<file path="src/rtl/tinyml_skew_feeder_pkg.sv">
// ============================================================================
// Module  : tinyml_pkg
// Brief   : Shared types and defaults for the TinyML skew feeder.
// Revision: 1.0 - initial release
// ============================================================================
`default_nettype none

package tinyml_pkg;

  localparam int c_data_w    = 8;
  localparam int c_array_dim = 4;
  localparam int c_addr_w    = 16;
  localparam int c_dim_w     = 5;

  typedef enum logic [1:0] {
    IDLE  = 2'd0,
    FETCH = 2'd1,
    FEED  = 2'd2,
    FIN   = 2'd3
  } state_t;

  // LSB position of a lane inside a packed multi-lane word.
  function automatic int lane_lo(input int lane, input int width);
    return lane * width;
  endfunction

endpackage

`default_nettype wire

</file>
<file path="src/rtl/tinyml_skew_feeder_lane_delay.sv">
// ============================================================================
// Module  : tinyml_lane_delay
// Brief   : Enable-gated shift register carrying {valid, data}; DEPTH=0 is a wire.
// Revision: 1.0 - initial release
// ============================================================================
`default_nettype none

module tinyml_lane_delay #(
  parameter int DEPTH  = 1,
  parameter int DATA_W = 8
) (
  input  logic              clk,
  input  logic              reset,
  input  logic              clr,
  input  logic              en,
  input  logic [DATA_W:0]   d_in,
  output logic [DATA_W:0]   d_out
);

  generate
    if (DEPTH == 0) begin : g_wire
      logic w_unused;
      assign w_unused = &{1'b0, clk, reset, clr, en};
      assign d_out    = d_in;
    end else begin : g_shift
      logic [DATA_W:0] r_stage [DEPTH];

      always_ff @(posedge clk) begin
        if (reset || clr) begin
          for (int i = 0; i < DEPTH; i++) r_stage[i] <= '0;
        end else if (en) begin
          r_stage[0] <= d_in;
          for (int i = 1; i < DEPTH; i++) r_stage[i] <= r_stage[i-1];
        end
      end

      assign d_out = r_stage[DEPTH-1];
    end
  endgenerate

endmodule

`default_nettype wire

</file>
<file path="src/rtl/tinyml_skew_feeder.sv">
// ============================================================================
// Module  : tinyml_skew_feeder
// Brief   : Fetches an m-row tile from the unified buffer and feeds it to the
//           systolic array in skewed order, with backpressure.
// Revision: 1.0 - initial release
// ============================================================================
`default_nettype none

module tinyml_skew_feeder
  import tinyml_pkg::*;
#(
  parameter int DATA_W    = c_data_w,
  parameter int ARRAY_DIM = c_array_dim,
  parameter int ADDR_W    = c_addr_w,
  parameter int DIM_W     = c_dim_w
) (
  input  logic                          clk,
  input  logic                          reset,
  input  logic                          start,
  input  logic [DIM_W-1:0]              m,
  input  logic [DIM_W-1:0]              n,
  input  logic [ADDR_W-1:0]             base_addr,
  output logic                          busy,
  output logic                          done,
  output logic                          cfg_err,
  output logic                          uni_ren,
  output logic [ADDR_W-1:0]             uni_addr,
  input  logic [ARRAY_DIM*DATA_W-1:0]   uni_data_in,
  output logic [ARRAY_DIM*DATA_W-1:0]   sa_data,
  output logic [ARRAY_DIM-1:0]          sa_valid,
  input  logic                          out_ready
);

  localparam logic [DIM_W:0] c_max_n = (DIM_W+1)'(ARRAY_DIM);

  state_t                        r_state;
  logic [DIM_W-1:0]              r_m;
  logic [DIM_W-1:0]              r_n;
  logic [DIM_W-1:0]              r_rows_read;
  logic [ADDR_W-1:0]             r_base;
  logic [DIM_W:0]                r_step;
  logic                          r_rd_pend;
  logic [ARRAY_DIM*DATA_W-1:0]   r_row_buf;

  logic [ARRAY_DIM*DATA_W-1:0]   w_row;
  logic [ARRAY_DIM*DATA_W-1:0]   w_shift_data;
  logic [ARRAY_DIM-1:0]          w_shift_valid;
  logic [DIM_W:0]                w_last_step;
  logic                          w_start_ok;
  logic                          w_advance;
  logic                          w_last;
  logic                          w_row_live;
  logic                          w_ren;

  assign w_start_ok  = (m != '0) && (n != '0) && ({1'b0, n} <= c_max_n);
  assign w_last_step = {1'b0, r_m} + {1'b0, r_n} - (DIM_W+1)'(1);

  // Step 0 is loaded unconditionally as soon as row 0 returns; later steps
  // load only when the currently presented step is accepted.
  assign w_advance  = (r_state == FEED) &&
                      ((r_step == '0) || (out_ready && (sa_valid != '0)));
  assign w_last     = w_advance && (r_step == w_last_step);
  assign w_row_live = r_step < {1'b0, r_m};

  // Read data is used straight off the bus when it lands on a loading cycle,
  // otherwise from the row buffer it was parked in during a stall.
  assign w_row = r_rd_pend ? uni_data_in : r_row_buf;

  // Each load prefetches the row needed by the next load.
  assign w_ren    = (r_state == FETCH) ||
                    (w_advance && !w_last && (r_rows_read < r_m));
  assign uni_ren  = w_ren;
  assign uni_addr = w_ren ? (r_base + ADDR_W'(r_rows_read)) : '0;

  generate
    for (genvar j = 0; j < ARRAY_DIM; j++) begin : g_lane
      localparam logic [DIM_W-1:0] c_lane = DIM_W'(j);
      logic [DATA_W:0] w_in;
      logic [DATA_W:0] w_out;

      assign w_in = (w_row_live && (c_lane < r_n)) ?
                    {1'b1, w_row[lane_lo(j, DATA_W) +: DATA_W]} : '0;

      tinyml_lane_delay #(
        .DEPTH  (j),
        .DATA_W (DATA_W)
      ) u_delay (
        .clk   (clk),
        .reset (reset),
        .clr   (w_last),
        .en    (w_advance),
        .d_in  (w_in),
        .d_out (w_out)
      );

      assign w_shift_data[lane_lo(j, DATA_W) +: DATA_W] = w_out[DATA_W-1:0];
      assign w_shift_valid[j]                           = w_out[DATA_W];
    end
  endgenerate

  always_ff @(posedge clk) begin
    if (reset) begin
      r_state     <= IDLE;
      busy        <= 1'b0;
      done        <= 1'b0;
      cfg_err     <= 1'b0;
      sa_data     <= '0;
      sa_valid    <= '0;
      r_m         <= '0;
      r_n         <= '0;
      r_rows_read <= '0;
      r_base      <= '0;
      r_step      <= '0;
      r_rd_pend   <= 1'b0;
      r_row_buf   <= '0;
    end else begin
      done      <= 1'b0;
      cfg_err   <= 1'b0;
      r_rd_pend <= w_ren;
      if (r_rd_pend) r_row_buf <= uni_data_in;
      if (w_ren) r_rows_read <= r_rows_read + DIM_W'(1);

      if (w_advance) begin
        r_step   <= r_step + (DIM_W+1)'(1);
        sa_data  <= w_last ? '0 : w_shift_data;
        sa_valid <= w_last ? '0 : w_shift_valid;
      end

      case (r_state)
        IDLE: begin
          if (start) begin
            if (w_start_ok) begin
              r_m         <= m;
              r_n         <= n;
              r_base      <= base_addr;
              r_rows_read <= '0;
              r_step      <= '0;
              busy        <= 1'b1;
              r_state     <= FETCH;
            end else begin
              cfg_err <= 1'b1;
            end
          end
        end
        FETCH: r_state <= FEED;
        FEED: begin
          if (w_last) begin
            busy    <= 1'b0;
            done    <= 1'b1;
            r_state <= FIN;
          end
        end
        FIN:     r_state <= IDLE;
        default: r_state <= IDLE;
      endcase
    end
  end

endmodule

`default_nettype wire

</file>
<file path="config.mk">
export PLATFORM = sky130hd
export DESIGN_NAME = tinyml_skew_feeder
export DESIGN_NICKNAME = d
export VERILOG_FILES = /design/src/rtl/tinyml_skew_feeder_pkg.sv /design/src/rtl/tinyml_skew_feeder_lane_delay.sv /design/src/rtl/tinyml_skew_feeder.sv
export SDC_FILE = /design/constraint.sdc
export NUM_CORES = 1
export LEC_CHECK = 0
export CORE_ASPECT_RATIO = 0.75
export CORE_MARGIN = 10
export CORE_UTILIZATION = 30
export DETAILED_ROUTE_END_ITERATION = 7
export SLEW_MARGIN = 30
export SYNTH_ARGS = -nofsm -noshare
export SYNTH_HDL_FRONTEND = slang
export SYNTH_HIERARCHICAL = 1
export SYNTH_SLANG_ARGS = --single-unit
</file>
<file path="constraint.sdc">
create_clock -name clk -period 7.2 [get_ports clk]
set_input_delay 1.08 -clock clk [delete_from_list [all_inputs] [get_ports clk]]
set_output_delay 1.08 -clock clk [all_outputs]
set_load 0.02 [all_outputs]
</file>
## Word-level counts from Yosys, hierarchy flattened

Memories as Yosys holds them, arrays and structs flattened. A register that Yosys moved wholly into a read port is not among the register bits.
Index checks and enable logic that the tools add are counted.
Widths: inputs -> output; s select.

| storage, ports and cells | value |
|---|---|
| register bits | 141 |
| memories kept | 3 |
| memory bits (read-only) | 0 |
| memory bits (writable) | 54 |
| latch bits | 0 |

| cells by class | value |
|---|---|
| $add $sub $neg | 5 |
| multiply operators | 0 |
| shifts and indexed selects | 0 |
| magnitude comparators | 7 |
| reductions and logical operators | 27 |
| bitwise gates (word level) | 8 |
| muxes and demuxes | 41 |
| div/mod/pow operators | 0 |
| equality and inequality tests | 7 |

Memory list:

| name | words | bits a word | rd ports | clocked after Yosys merged registers in | write ports | line | RTL |
|---|---|---|---|---|---|---|---|
| g_lane[3].u_delay.g_shift.r_stage | 3 | 9 | 3 | 1 | 3 | tinyml_skew_feeder_lane_delay.sv:26 | `logic [DATA_W:0] r_stage [DEPTH];` |
| g_lane[2].u_delay.g_shift.r_stage | 2 | 9 | 2 | 1 | 2 | tinyml_skew_feeder_lane_delay.sv:26 |  |
| g_lane[1].u_delay.g_shift.r_stage | 1 | 9 | 1 | 1 | 1 | tinyml_skew_feeder_lane_delay.sv:26 |  |

Operator list:

| operator | number |
|---|---|
| $mux 9 | 13 |
| $mux 32 | 2 |
| $mux 6 | 4 |
| $mux 5 | 4 |
| $add 16x5->16 | 1 |
| $mux 16 | 1 |
| $logic_and 1x1->1 | 11 |
| $mux 1 | 11 |
| $lt 1x5->1 const A | 2 |
| $lt 2x5->1 const A | 2 |
| $reduce_bool 5->1 | 2 |
| $reduce_or 9->1 | 1 |
| $pmux 2 s4 | 1 |
| $add 5x5->6 | 1 |
| $add 6x1->6 const B | 1 |
| $eq 6x6->1 | 1 |
| $logic_not 6->1 | 1 |
| $lt 6x5->1 | 1 |
| $mux 2 | 3 |
| $reduce_and 3->1 | 2 |
| $sub 6x1->6 const B | 1 |
| $add 5x1->5 const B | 1 |
| $le 5x3->1 const B | 1 |
| $lt 5x5->1 | 1 |
| 16 further kinds | 26 |

## Longest topological paths before layout

| logic depth | value |
|---|---|
| word-level depth | 14 |
| depth in mapped cells | 14 |
| gate-level depth less buffers | 12 |

## Cells and area by module

Netlist, hierarchy kept.

By module, submodules not included:

| module | sequential area each (µm²) | cells each | times used | area each (µm²) |
|---|---|---|---|---|
| tinyml_skew_feeder | 2222.1 | 625 | 1 | 5410.2 |
| tinyml_lane_delay at g_lane[3].u_delay | 810.8 | 70 | 1 | 1272.5 |
| tinyml_lane_delay at g_lane[2].u_delay | 540.5 | 49 | 1 | 854.6 |
| tinyml_lane_delay at g_lane[1].u_delay | 270.3 | 19 | 1 | 389.1 |
| tinyml_lane_delay at g_lane[0].u_delay | 0.0 | 9 | 1 | 67.6 |

## Worst setup path after synthesis

Ideal clock, no wire load.

| timing path | value |
|---|---|
| kind | register to output |
| from | register r_n[1] |
| to | output port uni_addr[7] |
| stages on the path, launching flop included | 12 |
| setup slack | 3.491 ns |
| path buffers | 1 |
| arrival time | 2.629 ns |
| cell sequence | dfxtp_1 inv_1 ha_1 inv_1 ha_1 fa_1 and3_1 or3_1 nand4_1 o211ai_2 buf_2 a21oi_1 |

| between the ends | value |
|---|---|
| cells in the longest elaborated chain, start to end | 9 |

Ends and longest elaborated chain:

| item | line | RTL |
|---|---|---|
| start, declared | tinyml_skew_feeder.sv:38 | `logic [DIM_W-1:0] r_n;` |
| start signal, assigned | tinyml_skew_feeder.sv:134 | `r_n <= n;` |
| $add 5x5->6 | tinyml_skew_feeder.sv:56 | `assign w_last_step = {1'b0, r_m} + {1'b0, r_n} - (DIM_W+1)'(1);` |
| $sub 6x1->6 | tinyml_skew_feeder.sv:56 |  |
| $eq 6x6->1 | tinyml_skew_feeder.sv:62 | `assign w_last = w_advance && (r_step == w_last_step);` |
| $logic_and 1x1->1 | tinyml_skew_feeder.sv:62 |  |
| $logic_not 1->1 | tinyml_skew_feeder.sv:71 | `(w_advance && !w_last && (r_rows_read < r_m));` |
| $logic_and 1x1->1 (2 in a row) | tinyml_skew_feeder.sv:71 |  |
| $logic_or 1x1->1 | tinyml_skew_feeder.sv:70 | `assign w_ren = (r_state == FETCH) \|\|` |
| $mux 16 | tinyml_skew_feeder.sv:73 | `assign uni_addr = w_ren ? (r_base + ADDR_W'(r_rows_read)) : '0;` |
| end, declared | tinyml_skew_feeder.sv:27 | `output logic [ADDR_W-1:0] uni_addr,` |

No other way between the ends.

## Final worst setup path

| timing path | value |
|---|---|
| from | register r_n[1] |
| to | output port uni_addr[3] |

Same word-level chain as after synthesis.

==> reports/metrics.yaml <==
run_status: "completed"
period_minus_slack_ns: 4.99
rsz0062_at_grt: "false"
ys_async_sr_fraction_pct: 0
path_class: "flip-flop to primary output"
die_w_um: 208
cp-endpoint: "uni_addr[3]"
die_y_um: 161
avgSynthCellArea_um2: 10.4
nFillCells: 2541
antenna_cells: 0
hold_buffers: 0
coreArea_um2: 26100
final_max_slew_viol_count: 0
cts_resized: 0
grt_max_degree: 103
power_density_nw_per_um2: 239
cp_max_fo: 26
internal-power_w: 0.00170
groute.usage.overall_pct: 11.4
finalSetupTns_ns: 0
routed.top_layer: "met4"
r2r_setup_slack_ns: 2.48
clkSinkCount: 165
min_period_over_period_pct: 69.3
drive_above_1_share_pct: 10.7
regArea_um2: 3850
drc: 0
multi_input_area_um2: 3650
worst_slew_pin_slew_ns: 0.940
grt_pass1_vias: 5459
synth.distinct_cells: 56
met2_wirelength_um: 8710
syn_to_final_growth_pct: 23.7
critical_path_required_ns: 6.12
io_buffers: 117
dp_hpwl_um: 12800
hold_viol: 0
nets: 935
wire_per_inst_um: 16.0
hold_path.class: "flip-flop to flip-flop"
grt_pass1_wl_um: 30800
fmax_mhz: 200
overflow: 0
cts_tree: "yes"
htree_levels: 4
setup_viol: 0
die_area_um2: 33600
ff2ff_path_depth: 13
drtIter0Drc: 358
critPathCaptureType: "primary output"
power_frac_clock_pct: 40.1
maxCapViolations: 0
clock-root-buffer: "clkbuf_16"
swShare_pct: 28.1
synthFlopType: "dfxtp_1"
synth_edf_count: 54
syn_inst: 772
ys_seq_area_share_pct: 48.1
p_seq_share_pct: 45.2
start_util_pct: 30.6
synthesis.nets: 864
synth_seq_cells: 165
clk_pin_slew_worst_paths_ns: 0.07
cts_made_buffers: 17
num_io_pins: 118
vias: 5606
core.rowCount: 51
skew_ns: 0.0107
leakage_nw: 3.61
viasPerCell: 4.67
cts_buffer_depth: 2
ant_nets: 0
max-vdd-ir-drop_uv: 169
ys_warn_count: 6
antenna_found_initial: 0
worst_setup_path_start_kind: "flip-flop"
drt_wl_total_um: 19200
wl_met1_um: 9560
reg2reg_from: "r_n[1]$_SDFFE_PP0P_"
max-slew-margin-rel_pct: 37.1
cts_setup_buffers: 0
power_frac_comb_pct: 14.7
p_sw_w: 0.000665
routed-wl-met3_um: 697
fin_util_pct: 37.9
power_w: 0.00237
reg2reg_to: "g_lane[2].u_delay/g_shift.r_stage[0][2]$_SDFFCE_PN0P_"
syn-cell-area_um2: 7990
gp_congestion: 0.823
first_pass_iters: 5
crit_arrival_ns: 3.91
startpoint: "r_n[1]$_SDFFE_PP0P_"
clk_latency_ns: 0.44
## cells by family after synthesis
family / after synthesis / share of synthesized area, %
AO/OA/AOI/OAI: 78 / 7.59
XOR/XNOR: 26 / 3.04
adder cells (fa/ha/maj): 30 / 4.88
buffers and inverters: 105 / 6.71
flip-flops: 165 / 48.1
multiplexers: 56 / 7.01
AND/OR/NAND/NOR: 312 / 22.7
## cell type report
class,count,area share [%]
clock buffers,20,5.06
repair buffers,123,12.3
well taps,344,4.35
clock inverters,12,1.19
inverters,34,1.29
flip-flops and latches,165,38.9
multi-input cells,502,36.9
## per-stage QoR
| step | worst slack [ns] | cells | cell area (um^2) | hold WS, ns |
|---|---|---|---|---|
| 3_3_place_gp | 2.55 | 1168 | 9240 | 0.471 |
| 5_1_grt | 1.94 | 1200 | 9890 | 0.520 |
| 6_report | 2.21 | 1200 | 9890 | 0.489 |
| 3_5_place_dp | 2.49 | 1168 | 9250 | 0.476 |
| 4_1_cts | 1.97 | 1200 | 9860 | 0.494 |
| 2_1_floorplan | 3.49 | 772 | 7990 | 0.439 |
## sequential cells by signal, summed over array words and instances (netlist names)
signal,flops
done,1
r_n,5
r_state,2
r_base,16
sa_valid,4
sa_data,32
busy,1
cfg_err,1
r_rows_read,5
r_m,5
r_step,6
g_lane.u_delay/g_shift.r_stage,54
r_rd_pend,1
r_row_buf,32
## critical path, cell delays in order, from the launching register on
cell             delay, ns
dfxtp_1               0.44
inv_1                 0.07
ha_1                  0.27
inv_1                 0.04
ha_1                  0.21
fa_1                  0.43
xor3_1                0.39
nor4_2                0.21
nand2b_1              0.15
o211ai_4              0.56
nor2_1                0.12
clkdlybuf4s50_1       0.57
## how the worst min path moves through the flow
stage	startpoint	end	slack (ns)	cells after the start
6_report	r_row_buf[0]$_SDFF_PP0_	r_row_buf[0]$_SDFF_PP0_	0.49	2
5_1_grt	sa_data[5]$_SDFFE_PP0P_	sa_data[5]$_SDFFE_PP0P_	0.52	2
4_1_cts	r_row_buf[2]$_SDFF_PP0_	r_row_buf[2]$_SDFF_PP0_	0.49	2
3_5_place_dp	r_row_buf[2]$_SDFF_PP0_	r_row_buf[2]$_SDFF_PP0_	0.48	2
3_3_place_gp	sa_data[28]$_SDFFE_PP0P_	sa_data[28]$_SDFFE_PP0P_	0.47	2
2_1_floorplan	r_n[4]$_SDFFE_PP0P_	r_n[4]$_SDFFE_PP0P_	0.44	2
## synth_stat cells (all sizes together), types with 12 or more instances
cell     number  share of area [%]
a21oi        12               0.85
ha           28                4.4
inv          34                1.6
xnor2        16                1.8
and4bb       53                8.3
a2bb2oi      36                3.9
buf          51                4.1
dfxtp       111                 28
nand2        48                2.3
mux2i        56                7.0
edfxtp       54                 20
clkbuf       20               0.97
nor2        148                6.9
nor3         14               0.88
## placed cells by master (no fill, tap or decap), types with 6 or more instances in the layout
cell             instances
a21oi_1                 10
a2bb2oi_1               36
and4bb_1                17
and4bb_2                36
buf_4                    7
clkbuf_16               20
clkdlybuf4s50_1        116
dfxtp_1                110
edfxtp_1                54
ha_1                    28
inv_1                   33
mux2i_1                 56
nand2_1                 48
nand4_1                  6
nor2_1                 147
nor3_1                  14
o21ai_0                  8
or3_1                    9
xnor2_1                 16
xor2_1                   9
## metal layers
metal | vias up | track usage [%]
met3 | 17 | 3.16
met4 | 0 | 3.38
li1 | 2837 | -
met5 | - | 0
met1 | 2673 | 15.1
met2 | 79 | 17.5
## power by group through the flow
stage	registers [W]	logic (W)	clock network, W
floorplan	0.00108	0.000239	0
global placement	0.00109	0.000347	0
detailed placement	0.00109	0.000349	0
CTS	0.00107	0.000350	0.000977
global route	0.00108	0.000386	0.00102
finish	0.00107	0.000349	0.000948
No activity file was read; power rests on OpenSTA's default activity.
